<file path="src/rtl/ms_jk_bank_pkg.sv">
// Shared types for the master-slave flip-flop bank.
// Mode encodings and the common reset value.
package ms_jk_pkg;

    typedef enum logic [1:0] {
        MODE_JK = 2'b00,
        MODE_SR = 2'b01,
        MODE_D  = 2'b10,
        MODE_T  = 2'b11
    } mode_e;

    localparam logic RST_VAL = 1'b0;

endpackage

</file>
<file path="src/rtl/ms_jk_bank_if.sv">
// Control/data bundle of the master-slave bank.
// master drives the controls, slave is the bank.
interface ms_jk_bank_if #(
    parameter int WIDTH = 4
);
    logic [1:0]       mode;
    logic             en;
    logic             load;
    logic [WIDTH-1:0] din;
    logic [WIDTH-1:0] j;
    logic [WIDTH-1:0] k;
    logic [WIDTH-1:0] qm;
    logic [WIDTH-1:0] qs;
    logic             chg;
    logic             err;

    modport master (
        output mode, en, load, din, j, k,
        input  qm, qs, chg, err
    );

    modport slave (
        input  mode, en, load, din, j, k,
        output qm, qs, chg, err
    );
endinterface

</file>
<file path="src/rtl/ms_jk_bank_cell.sv">
// Per-bit next-state function of one master-slave cell.
// SR with j=k=1 holds and flags illegal.
module ms_jk_cell
    import ms_jk_pkg::*;
(
    input  mode_e mode,
    input  logic  j,
    input  logic  k,
    input  logic  q,
    output logic  nq,
    output logic  illegal
);
    always_comb begin
        nq      = q;
        illegal = 1'b0;
        unique case (mode)
            MODE_JK: nq = (j & ~q) | (~k & q);
            MODE_SR: begin
                illegal = j & k;
                nq      = (j & ~k) | (~(j ^ k) & q);
            end
            MODE_D:  nq = j;
            MODE_T:  nq = j ^ q;
        endcase
    end
endmodule

</file>
<file path="src/rtl/ms_jk_bank.sv">
// Bank of WIDTH master-slave cells: master on rising, slave on falling edge.
// Define MS_JK_SR_ERR_EN to build the sticky SR-illegal detector.
module ms_jk_bank
    import ms_jk_pkg::*;
#(
    parameter int WIDTH = 4
) (
    input logic         clk,
    input logic         res,
    ms_jk_bank_if.slave bus
);
    mode_e            mode;
    logic [WIDTH-1:0] nq;
    logic [WIDTH-1:0] ill;
    logic [WIDTH-1:0] qm;
    logic [WIDTH-1:0] qs;
    logic             chg;

    assign mode = mode_e'(bus.mode);

    // Feedback from the slave keeps the master free of races while clk is high.
    for (genvar i = 0; i < WIDTH; i++) begin : g_cell
        ms_jk_cell u_cell (
            .mode    (mode),
            .j       (bus.j[i]),
            .k       (bus.k[i]),
            .q       (qs[i]),
            .nq      (nq[i]),
            .illegal (ill[i])
        );
    end

    always_ff @(posedge clk) begin
        if (!res) begin
            qm  <= {WIDTH{RST_VAL}};
            chg <= 1'b0;
        end else if (bus.load) begin
            qm  <= bus.din;
            chg <= bus.din != qm;
        end else if (bus.en) begin
            qm  <= nq;
            chg <= nq != qm;
        end else begin
            chg <= 1'b0;
        end
    end

    always_ff @(negedge clk) begin
        if (!res) begin
            qs <= {WIDTH{RST_VAL}};
        end else begin
            qs <= qm;
        end
    end

`ifdef MS_JK_SR_ERR_EN
    logic err;

    always_ff @(posedge clk) begin
        if (!res) begin
            err <= 1'b0;
        end else if (mode == MODE_SR && bus.en && !bus.load && |ill) begin
            err <= 1'b1;
        end
    end
`else
    logic err;
    logic unused_ill;

    assign err        = 1'b0;
    assign unused_ill = |ill;
`endif

    assign bus.qm  = qm;
    assign bus.qs  = qs;
    assign bus.chg = chg;
    assign bus.err = err;
endmodule

</file>
<file path="src/flat_wrapper.sv">
// flat-port wrapper written by rule: the top's interface ports become plain ports
module ms_jk_bank_flat import ms_jk_pkg::*;
#(
    parameter int WIDTH = 4
)
  (clk, res, bus_mode, bus_en, bus_load, bus_din, bus_j, bus_k, bus_qm, bus_qs, bus_chg, bus_err);
  ms_jk_bank_if #(.WIDTH(WIDTH)) bus_i ();
  input logic clk;
  input logic res;
  input wire logic [$bits(bus_i.mode)-1:0] bus_mode;
  input wire logic [$bits(bus_i.en)-1:0] bus_en;
  input wire logic [$bits(bus_i.load)-1:0] bus_load;
  input wire logic [$bits(bus_i.din)-1:0] bus_din;
  input wire logic [$bits(bus_i.j)-1:0] bus_j;
  input wire logic [$bits(bus_i.k)-1:0] bus_k;
  output wire logic [$bits(bus_i.qm)-1:0] bus_qm;
  output wire logic [$bits(bus_i.qs)-1:0] bus_qs;
  output wire logic [$bits(bus_i.chg)-1:0] bus_chg;
  output wire logic [$bits(bus_i.err)-1:0] bus_err;
  assign bus_i.mode = bus_mode;
  assign bus_i.en = bus_en;
  assign bus_i.load = bus_load;
  assign bus_i.din = bus_din;
  assign bus_i.j = bus_j;
  assign bus_i.k = bus_k;
  assign bus_qm = bus_i.qm;
  assign bus_qs = bus_i.qs;
  assign bus_chg = bus_i.chg;
  assign bus_err = bus_i.err;
  ms_jk_bank #(.WIDTH(WIDTH)) u_core (.clk(clk), .res(res), .bus(bus_i));
endmodule
</file>
<file path="config.mk">
export PLATFORM = sky130hd
export DESIGN_NAME = ms_jk_bank_flat
export DESIGN_NICKNAME = d
export VERILOG_FILES = /design/src/rtl/ms_jk_bank_pkg.sv /design/src/rtl/ms_jk_bank_if.sv /design/src/rtl/ms_jk_bank_cell.sv /design/src/rtl/ms_jk_bank.sv /design/src/flat_wrapper.sv
export SDC_FILE = /design/constraint.sdc
export NUM_CORES = 1
export LEC_CHECK = 0
export BUFFER_PORTS_ARGS = -buffer_cell sky130_fd_sc_hd__buf_2
export CELL_PAD_IN_SITES_DETAIL_PLACEMENT = 0
export CELL_PAD_IN_SITES_GLOBAL_PLACEMENT = 1
export CORE_ASPECT_RATIO = 1.4
export CORE_MARGIN = 3
export CORE_UTILIZATION = 32
export CTS_CLUSTER_DIAMETER = 80
export CTS_CLUSTER_SIZE = 25
export DETAILED_ROUTE_END_ITERATION = 8
export GPL_ROUTABILITY_DRIVEN = 0
export PLACE_DENSITY = 0.79
export SYNTH_ARGS = -nofsm -noshare
export SYNTH_HDL_FRONTEND = slang
export SYNTH_HIERARCHICAL = 1
export SYNTH_SLANG_ARGS = --single-unit
</file>
<file path="constraint.sdc">
create_clock -name clk -period 1.3 [get_ports clk]
set_input_delay 0.065 -clock clk [delete_from_list [all_inputs] [get_ports clk]]
set_output_delay 0.065 -clock clk [all_outputs]
set_load 0.02 [all_outputs]
</file>
# == Word-level counts from Yosys, hierarchy flattened ==
# Index checks and enable logic that the tools add are counted.
# word_totals
regBits,9
in_bits,18
output_inout_bits,10
wordCells,62
# classes
n_eq_ne,5
n_mux,8
bitwise,44
n_reduce_logical,2
# ops
operator,n
$and A1 B1 Y1,16
$pmux W1 S4,4
$not A1 Y1,12
$mux W4,2
$ne A4 B4 Y1,2
$or A1 B1 Y1,8
$xor A1 B1 Y1,8
$eq A2 B2 Y1 const B,2
$eq A2 B1 Y1 const B,1
$logic_not A2 Y1,1
$mux W1,2
$reduce_bool A2 Y1,1

# == Longest topological paths before layout ==
# Gate-level depths: netlist of the first run.
# depth
depth_word,8
mapped_depth,8
depth_no_buf,8

# == Hierarchy ==
# Netlist of the first run, hierarchy kept.
# modules_own_cells
mod,instances,cells_each,area_each_um2,seq_area_each_um2
ms_jk_bank,1,47,429.2,180.2
ms_jk_cell,4,15,103.8,0.0

==> results.yml, run 1 <==
worst_setup_path:
  max_stage_delay_ns: 0.35
  r2r-start: "u_core/bus.qs[1]"
  path_delay_family: "compound AO/OA/AOI/OAI gates"
  r2r-end: "u_core/bus.chg"
  crit_required_ns: 1.48
  reg2reg_depth: 6
  crit_fanout: 6
  path_buf_inv: 0
  crit_type: "flop to flop"
  r2r_slack_ns: -0.90
  crit_chain: "and4_1 > a211o_1 > a21oi_2 > xor2_1 > nor4_1 > o32ai_1"
  startpoint_type: "flop"
  slowest_stage: "dfxtp_4"
  critPathCaptureType: "flop"
  crit_arrival_ns: 2.38
pwr:
  p_sw_mw: 0.294
  seq_power_share: 0.352
  power_density_nw_per_um2: 800
  total_leakage_power_nw: 0.572
  clkPwrFrac: 0.313
  netSwitchingFraction: 0.340
  p_int_mw: 0.571
  combinationalPowerShare: 0.335
  ir_drop_v: 0.000437
clocking:
  clockBufferDepth: 2
  insertion_delay_ns: 0.33
  cts.htree.levels: 1
  clkSlewWorstSetupHoldPaths_ns: 0.07
  cts_tree: "yes"
  cts_made_buffers: 3
  cts-root-buf: "clkbuf_4"
  cts_sinks: 9
  hold_buffers: 0
drt:
  dr.pass1.iters: 4
  wl_per_cell_microns: 10.6
  route.final.wire_length_microns: 1720
  avgViaCountPerCell: 4.98
  route.antenna.remaining_nets: 0
  drt_iter0_drc: 13
  drcViolationCount: 0
  vias: 812
grt:
  antenna_found_initial: 0
  grt_pass1_wl_microns: 2770
  grt_pass1_vias: 753
  grt_max_degree: 21
  grt_overflow: 0
  gr-usage-all-layers: 0.123
min_path:
  min_to: "u_core/bus.qm[0]"
  min_path_type: "input port to flop"
  hold_depth: 2
  hp-start: "res"
synthesis:
  synth_warnings: 6
  syn_nets: 121
  synth_cells: 99
  synth.cell_area_sq_um: 769
  avgSynthCellArea_sq_um: 7.77
floorplanning:
  rows: 20
  die_w_microns: 47.4
  start_util: 0.346
  pin_count: 28
  core_area_sq_um: 2230
  die_h_microns: 64.0
  die-area_sq_um: 3040
finish:
  nets: 164
  instances_no_fill: 163
  fillerInstances: 219
  drive_gt1_frac: 0.404
  area_growth_pct: 40.7
  diodes: 0
sta:
  slew_violations: 0
  setup_viol: 9
  rsz0062_at_grt: "true"
  setup_ws_ns: -0.905
  finClkSkew_ns: 0.0564
  hold_violations: 0
  timing.hold.ws_ns: 0.120
flow_run:
  cap_violations: 0
run_status:
  violations: "negative setup slack"
  outcome: "finished with violations"
place:
  dp.cells: 155
  hpwlAfterDp_microns: 1390
  port_buffers: 26
## repair_timing
action	in CTS	in global routing
pin swaps	4	2
resized for setup	7	2
setup endpoints to repair	9	9
buffers inserted	1	0
## through the flow
stage                     cell area (sq um)   util  total power [mW]  setup WS [ns]  setup TNS [ns]
after global routing                   1080  0.486             0.934         -0.969           -5.17
after detailed placement               1010  0.454             0.611         -0.840           -3.41
after floorplan                         788      -             0.498         -0.759           -3.16
after CTS                              1080  0.483             0.876         -0.889           -4.70
after global placement                 1010  0.454             0.602         -0.762           -3.24
final                                  1080  0.486             0.865         -0.905           -4.64
## power groups by stage
stage          combinational, mW  clock [mW]  sequential [mW]
3_5_place_dp               0.279      0.0237            0.309
2_1_floorplan              0.138      0.0237            0.337
4_1_cts                    0.290       0.281            0.305
3_3_place_gp               0.271      0.0237            0.307
5_1_grt                    0.319       0.307            0.307
6_report                   0.290       0.271            0.305
## worst reg2reg max path, cell delays in order (launching register included)
cell and delay (ns):
dfxtp_4 0.35, and4_1 0.18, a211o_1 0.23, a21oi_2 0.15
xor2_1 0.20, nor4_1 0.07, o32ai_1 0.22
## cell type report
class                      count  area [sq um]  share of cell area
multi-input combinational     74           524               0.484
timing repair buffer          38           245               0.227
clock inverter                 4          15.0              0.0139
tap                           22          27.5              0.0254
inverter                      12          45.0              0.0416
sequential                     9           199               0.184
clock buffer                   4          26.3              0.0243
## cells in the final DEF, fill, tap and decap left out
cell      count
buf_2        22
nand2_1      14
buf_4        12
inv_1        12
xor2_1        8
nor2b_1       8
and2_1        7
buf_6         4
mux2i_1       4
o21ai_1       4
dfxtp_4       4
inv_2         4
a32o_1        4
nor3_1        4
and4_1        4
a211o_1       4
a21oi_2       4
ha_1          4
clkbuf_4      3
dfxtp_2       3
nor4_1        2
dfxtp_1       2
clkbuf_1      1
and2_2        1
o32ai_1       1
conb_1        1
## how the worst max path moves through the flow
stage                           from              to  cells after the start
floorplan           u_core/bus.qs[2]  u_core/bus.chg                      6
global placement    u_core/bus.qs[0]  u_core/bus.chg                      6
detailed placement  u_core/bus.qs[1]  u_core/bus.chg                      6
CTS                 u_core/bus.qs[1]  u_core/bus.chg                      6
global route        u_core/bus.qs[2]  u_core/bus.chg                      6
finish              u_core/bus.qs[1]  u_core/bus.chg                      6
## layer usage
| layer | track usage | part of all wire | routed length, microns |
|---|---|---|---|
| met5 | 0 | 0 | 0 |
| met4 | 0.0830 | 0.026 | 44 |
| met3 | 0.0169 | 0.050 | 87 |
| met2 | 0.211 | 0.51 | 885 |
| met1 | 0.126 | 0.41 | 706 |
## state kept, by name (all words and copies together) (netlist names)
signal / flops
u_core/bus.qs: 4
u_core/bus.qm: 4
u_core/bus.chg: 1
No activity file was read; power rests on OpenSTA's default activity.
==> run 2, diff against run 1 <==
CAP_MARGIN = 20   (was default)
clock period = 1.96 ns   (was 1.3 ns; I/O delays follow)
==> run 2 against run 1 <==
  * The run still ends with negative setup slack left
  * Via count decreased by 8.3%
  * Non-clock buffer count decreased by 11
  * Clock-buffer cell count stayed put
  * Worst hold slack improved by 0.040 ns
  * Largest cell class unchanged
  * Clock skew is 0.0026 ns higher
  * Combinational power down 45%
  * Global-route usage is 0.26 points lower
  * Wire length shrank 12%
  * Register-to-register slack gained 0.38 ns
  * Core utilization shrank 4.8 points
==> results.yml, run 2 (synthesis results as in run 1) <==
finish:
  diodes: 0
  reg_top3: "u_core/bus.qm (4), u_core/bus.qs (4), u_core/bus.chg (1)"
  final_util: 0.438
  multiInputGateArea_sq_um: 524
  area_growth_pct: 26.8
  drive_gt1_frac: 0.331
  nets: 153
  fillerInstances: 222
  final_cell_mix: "buf_2, nand2_1, inv_1, xor2_1, nor2b_1"
  layout_commonest_cell: "buf_2"
  instances_no_fill: 152
  regArea_sq_um: 195
  design_area_sq_um: 976
floorplanning:
  die_w_microns: 47.4
  core_area_sq_um: 2230
  die_h_microns: 64.0
  pin_count: 28
  start_util: 0.346
  rows: 20
  die-area_sq_um: 3040
clocking:
  postCtsSetupBuffers: 0
  cts_tree: "yes"
  clkSlewWorstSetupHoldPaths_ns: 0.06
  cts_made_buffers: 3
  cts-root-buf: "clkbuf_4"
  clockBufferDepth: 2
  cts.htree.levels: 1
  insertion_delay_ns: 0.32
  cts_sinks: 9
run_status:
  outcome: "finished with violations"
  violations: "negative setup slack"
grt:
  antenna_found_initial: 0
  grt_pass1_wl_microns: 2800
  grt_max_degree: 21
  gr-usage-all-layers: 0.120
  grt_pass1_vias: 718
  grt_overflow: 0
worst_setup_path:
  crit_fanout: 6
  crit_required_ns: 2.13
  crit_type: "flop to flop"
  crit_arrival_ns: 2.65
  startpoint_type: "flop"
  critPathCaptureType: "flop"
  r2r_slack_ns: -0.53
sta:
  timing.hold.ws_ns: 0.160
  setup_ws_ns: -0.526
  hold_violations: 0
  setup_viol: 5
  rsz0062_at_grt: "true"
  slew_violations: 0
  finClkSkew_ns: 0.0590
place:
  dp.cells: 145
  dpl-instance-area_sq_um: 933
  port_buffers: 26
  hpwlAfterDp_microns: 1220
drt:
  route.final.wire_length_microns: 1520
  drcViolationCount: 0
  drt_iter0_drc: 22
  avgViaCountPerCell: 4.90
  dr.pass1.iters: 4
  vias: 745
  route.antenna.remaining_nets: 0
  wl_per_cell_microns: 10.0
flow_run:
  cap_violations: 0
pwr:
  ir_drop_v: 0.000445
  power_density_nw_per_um2: 552
  total_leakage_power_nw: 0.514
min_path:
  min_path_type: "input port to flop"
==> run 2: cell types whose count changed in the layout (fill, tap and decap cells not counted), sizes merged <==
cell / before / now
buf: 38 / 27
==> run 2: final timing paths <==
check                                      start               end  cells after the start
worst min-delay path                         res  u_core/bus.qm[3]                      2
worst min register to register  u_core/bus.qm[1]  u_core/bus.qm[1]                      3
worst max register to register  u_core/bus.qs[1]    u_core/bus.chg                      6
worst max-delay path            u_core/bus.qs[1]    u_core/bus.chg                      6
==> run 2: stage by stage <==
step           power, mW  TNS, ns  worst slack [ns]
3_5_place_dp       0.385    -1.70            -0.474
2_1_floorplan      0.329    -1.46            -0.436
3_3_place_gp       0.382    -1.60            -0.441
4_1_cts            0.547    -1.97            -0.529
6_report           0.539    -1.96            -0.526
5_1_grt            0.597    -2.47            -0.614
==> run 2: cell type report <==
type,count,area share
clock buffers,4,0.0269
multi-input cells,74,0.537
repair buffers,27,0.146
flip-flops and latches,9,0.200
inverters,12,0.0462
well taps,22,0.0282
clock inverters,4,0.0154
==> run 2: report_power, final <==
group          internal [mW]  leakage, nW  switching, mW
Combinational         0.0752        0.401         0.0850
Clock                 0.0893       0.0363         0.0827
Sequential             0.193       0.0771         0.0139
Total                  0.357        0.514          0.182
==> run 2: what timing repair did <==
action	in CTS	in global routing
endpoints found under the setup margin	5	8
hold buffers	0	0
gates resized for setup	1	2
pin swaps	2	2
==> run 2: critical path, cell delays in order, from the launching register on <==
cell and delay (ns):
dfxtp_4 0.35, and4_1 0.18, a211o_1 0.23, a21oi_2 0.14
xor2_1 0.19, nor4_1 0.06, o32ai_1 0.20
==> run 2: routing by layer <==
metal  global-route usage  vias to the layer above  part of all wire
li1                     -                      400                 -
met1                0.150                      320              0.47
met2                0.195                       21              0.46
met3               0.0169                        4             0.055
met4               0.0519                        0             0.013
met5                    0                        -                 0
==> run 3, diff against run 2 <==
BUFFER_PORTS_ARGS = default   (was -buffer_cell sky130_fd_sc_hd__buf_2)
CORE_UTILIZATION = 39   (was 32)
DONT_BUFFER_PORTS = 1   (was default)
PLACE_DENSITY = 0.77   (was 0.79)
==> run 3 against run 2 <==
  * The run still ends with negative setup slack left
  * Design area fell by 1.3%
  * First-iteration DRC count fell by 68%
  * Clock-buffer cell count did not move
  * Non-clock buffer count fell by 11
  * Worst hold slack got worse by 0.14 ns
  * Critical path depth did not move
  * Critical path type unchanged
==> results.yml, run 3 (synthesis results as in run 1) <==
place:
  port_buffers: 0
  dp.cells: 129
  place_worst_setup_slack_ns: -0.471
  hpwlAfterDp_microns: 1240
finish:
  nets: 142
  diodes: 0
  drive_gt1_frac: 0.252
  fillerInstances: 182
  layout_commonest_cell: "nand2_1"
  area_growth_pct: 25.2
  final_cell_mix: "nand2_1, buf_4, inv_1, xor2_1, nor2b_1"
  instances_no_fill: 139
  final_util: 0.528
  reg_top3: "u_core/bus.qm (4), u_core/bus.qs (4), u_core/bus.chg (1)"
worst_setup_path:
  reg2reg_depth: 6
  r2r-end: "u_core/bus.chg"
  critPathCaptureType: "flop"
  crit_start: "u_core/bus.qs[1]"
  crit_fanout: 5
  crit_arrival_ns: 2.65
  startpoint_type: "flop"
  r2r_slack_ns: -0.56
  crit_type: "flop to flop"
  crit_required_ns: 2.09
  r2r-start: "u_core/bus.qs[1]"
grt:
  grt_pass1_wl_microns: 2500
  antenna_found_initial: 0
  grt_max_degree: 21
  grt_overflow: 0
  grt_pass1_vias: 653
  gr-usage-all-layers: 0.122
floorplanning:
  die-area_sq_um: 2550
  rows: 18
  die_h_microns: 58.6
  pin_count: 28
  die_w_microns: 43.5
  core_area_sq_um: 1820
  start_util: 0.422
run_status:
  violations: "negative setup slack"
  outcome: "finished with violations"
flow_run:
  cap_violations: 0
clocking:
  clockBufferDepth: 2
  cts_tree: "yes"
  clkSlewWorstSetupHoldPaths_ns: 0.06
  insertion_delay_ns: 0.31
  cts.htree.levels: 1
  cts_sinks: 9
  cts-root-buf: "clkbuf_4"
  cts_made_buffers: 3
min_path:
  hp-start: "res"
  min_to: "u_core/bus.chg"
  hold_depth: 2
  min_path_type: "input port to flop"
sta:
  rsz0062_at_grt: "true"
  slew_violations: 0
  finClkSkew_ns: 0.0598
  setup_ws_ns: -0.562
  setup_viol: 6
  timing.hold.ws_ns: 0.0181
  hold_violations: 0
drt:
  wl_per_cell_microns: 11.0
  vias: 709
  drcViolationCount: 0
  route.final.wire_length_microns: 1530
  dr.pass1.iters: 4
  drt_iter0_drc: 7
  route.antenna.remaining_nets: 0
  avgViaCountPerCell: 5.10
pwr:
  power_density_nw_per_um2: 544
  ir_drop_v: 0.000359
  total_leakage_power_nw: 0.479
-- run 3: changes by cell type in the layout (fill, tap and decap cells not counted), sizes merged --
| cell | change |
|---|---|
| dlygate4sd3 | +2 |
| buf | -13 |
-- run 3: per-layer routing --
metal	up-vias	share of wire	global-route usage
met5	-	0	0
met4	0	0	0.0388
met3	0	0.056	0.0183
met2	22	0.52	0.223
met1	308	0.43	0.142
li1	379	-	-
-- run 3: power breakdown --
part	switching, mW	internal [mW]	total, mW	leakage, nW
clock network	0.0791	0.0891	0.168	0.0363
registers	0.0104	0.193	0.203	0.0771
logic	0.0696	0.0832	0.153	0.366
total	0.159	0.365	0.524	0.479
-- run 3: cell type report --
class,instances,area (sq um),area share
Clock buffer,4,26.3,0.0273
Clock inverter,4,15.0,0.0156
Timing Repair Buffer,16,133,0.138
Inverter,12,45.0,0.0468
Multi-Input combinational cell,74,524,0.544
Tap cell,20,25.0,0.0260
Sequential cell,9,195,0.203
-- run 3: worst max-delay path by stage --
| stage | end | cells after the start |
|---|---|---|
| 2_1_floorplan | u_core/bus.chg | 6 |
| 3_3_place_gp | u_core/bus.chg | 6 |
| 3_5_place_dp | u_core/bus.chg | 6 |
| 4_1_cts | u_core/bus.chg | 6 |
| 5_1_grt | u_core/bus.chg | 6 |
| 6_report | u_core/bus.chg | 6 |
-- run 3: through the flow --
step                      power, mW  TNS [ns]  cell area [sq um]
final                         0.524     -2.34                963
after global routing          0.567     -2.88                963
after floorplan               0.329     -1.46                785
after detailed placement      0.365     -1.98                891
after global placement        0.362     -1.82                891
after CTS                     0.531     -2.36                963
-- run 3: critical path, cell delays in order (launching register included) --
cell and delay (ns):
dfxtp_4 0.34, and4_1 0.18, a211o_1 0.23, a21oi_2 0.14, xor2_1 0.09, nor4_1 0.28, o32ai_1 0.11
-- run 3: what timing repair did --
item / CTS / global route
hold endpoints to repair: 5 / 0
gates resized for setup: 3 / 0
setup endpoints to repair: 6 / 6
pin swaps: 2 / 2
hold buffers: 2 / 0
buffers inserted: 1 / 1
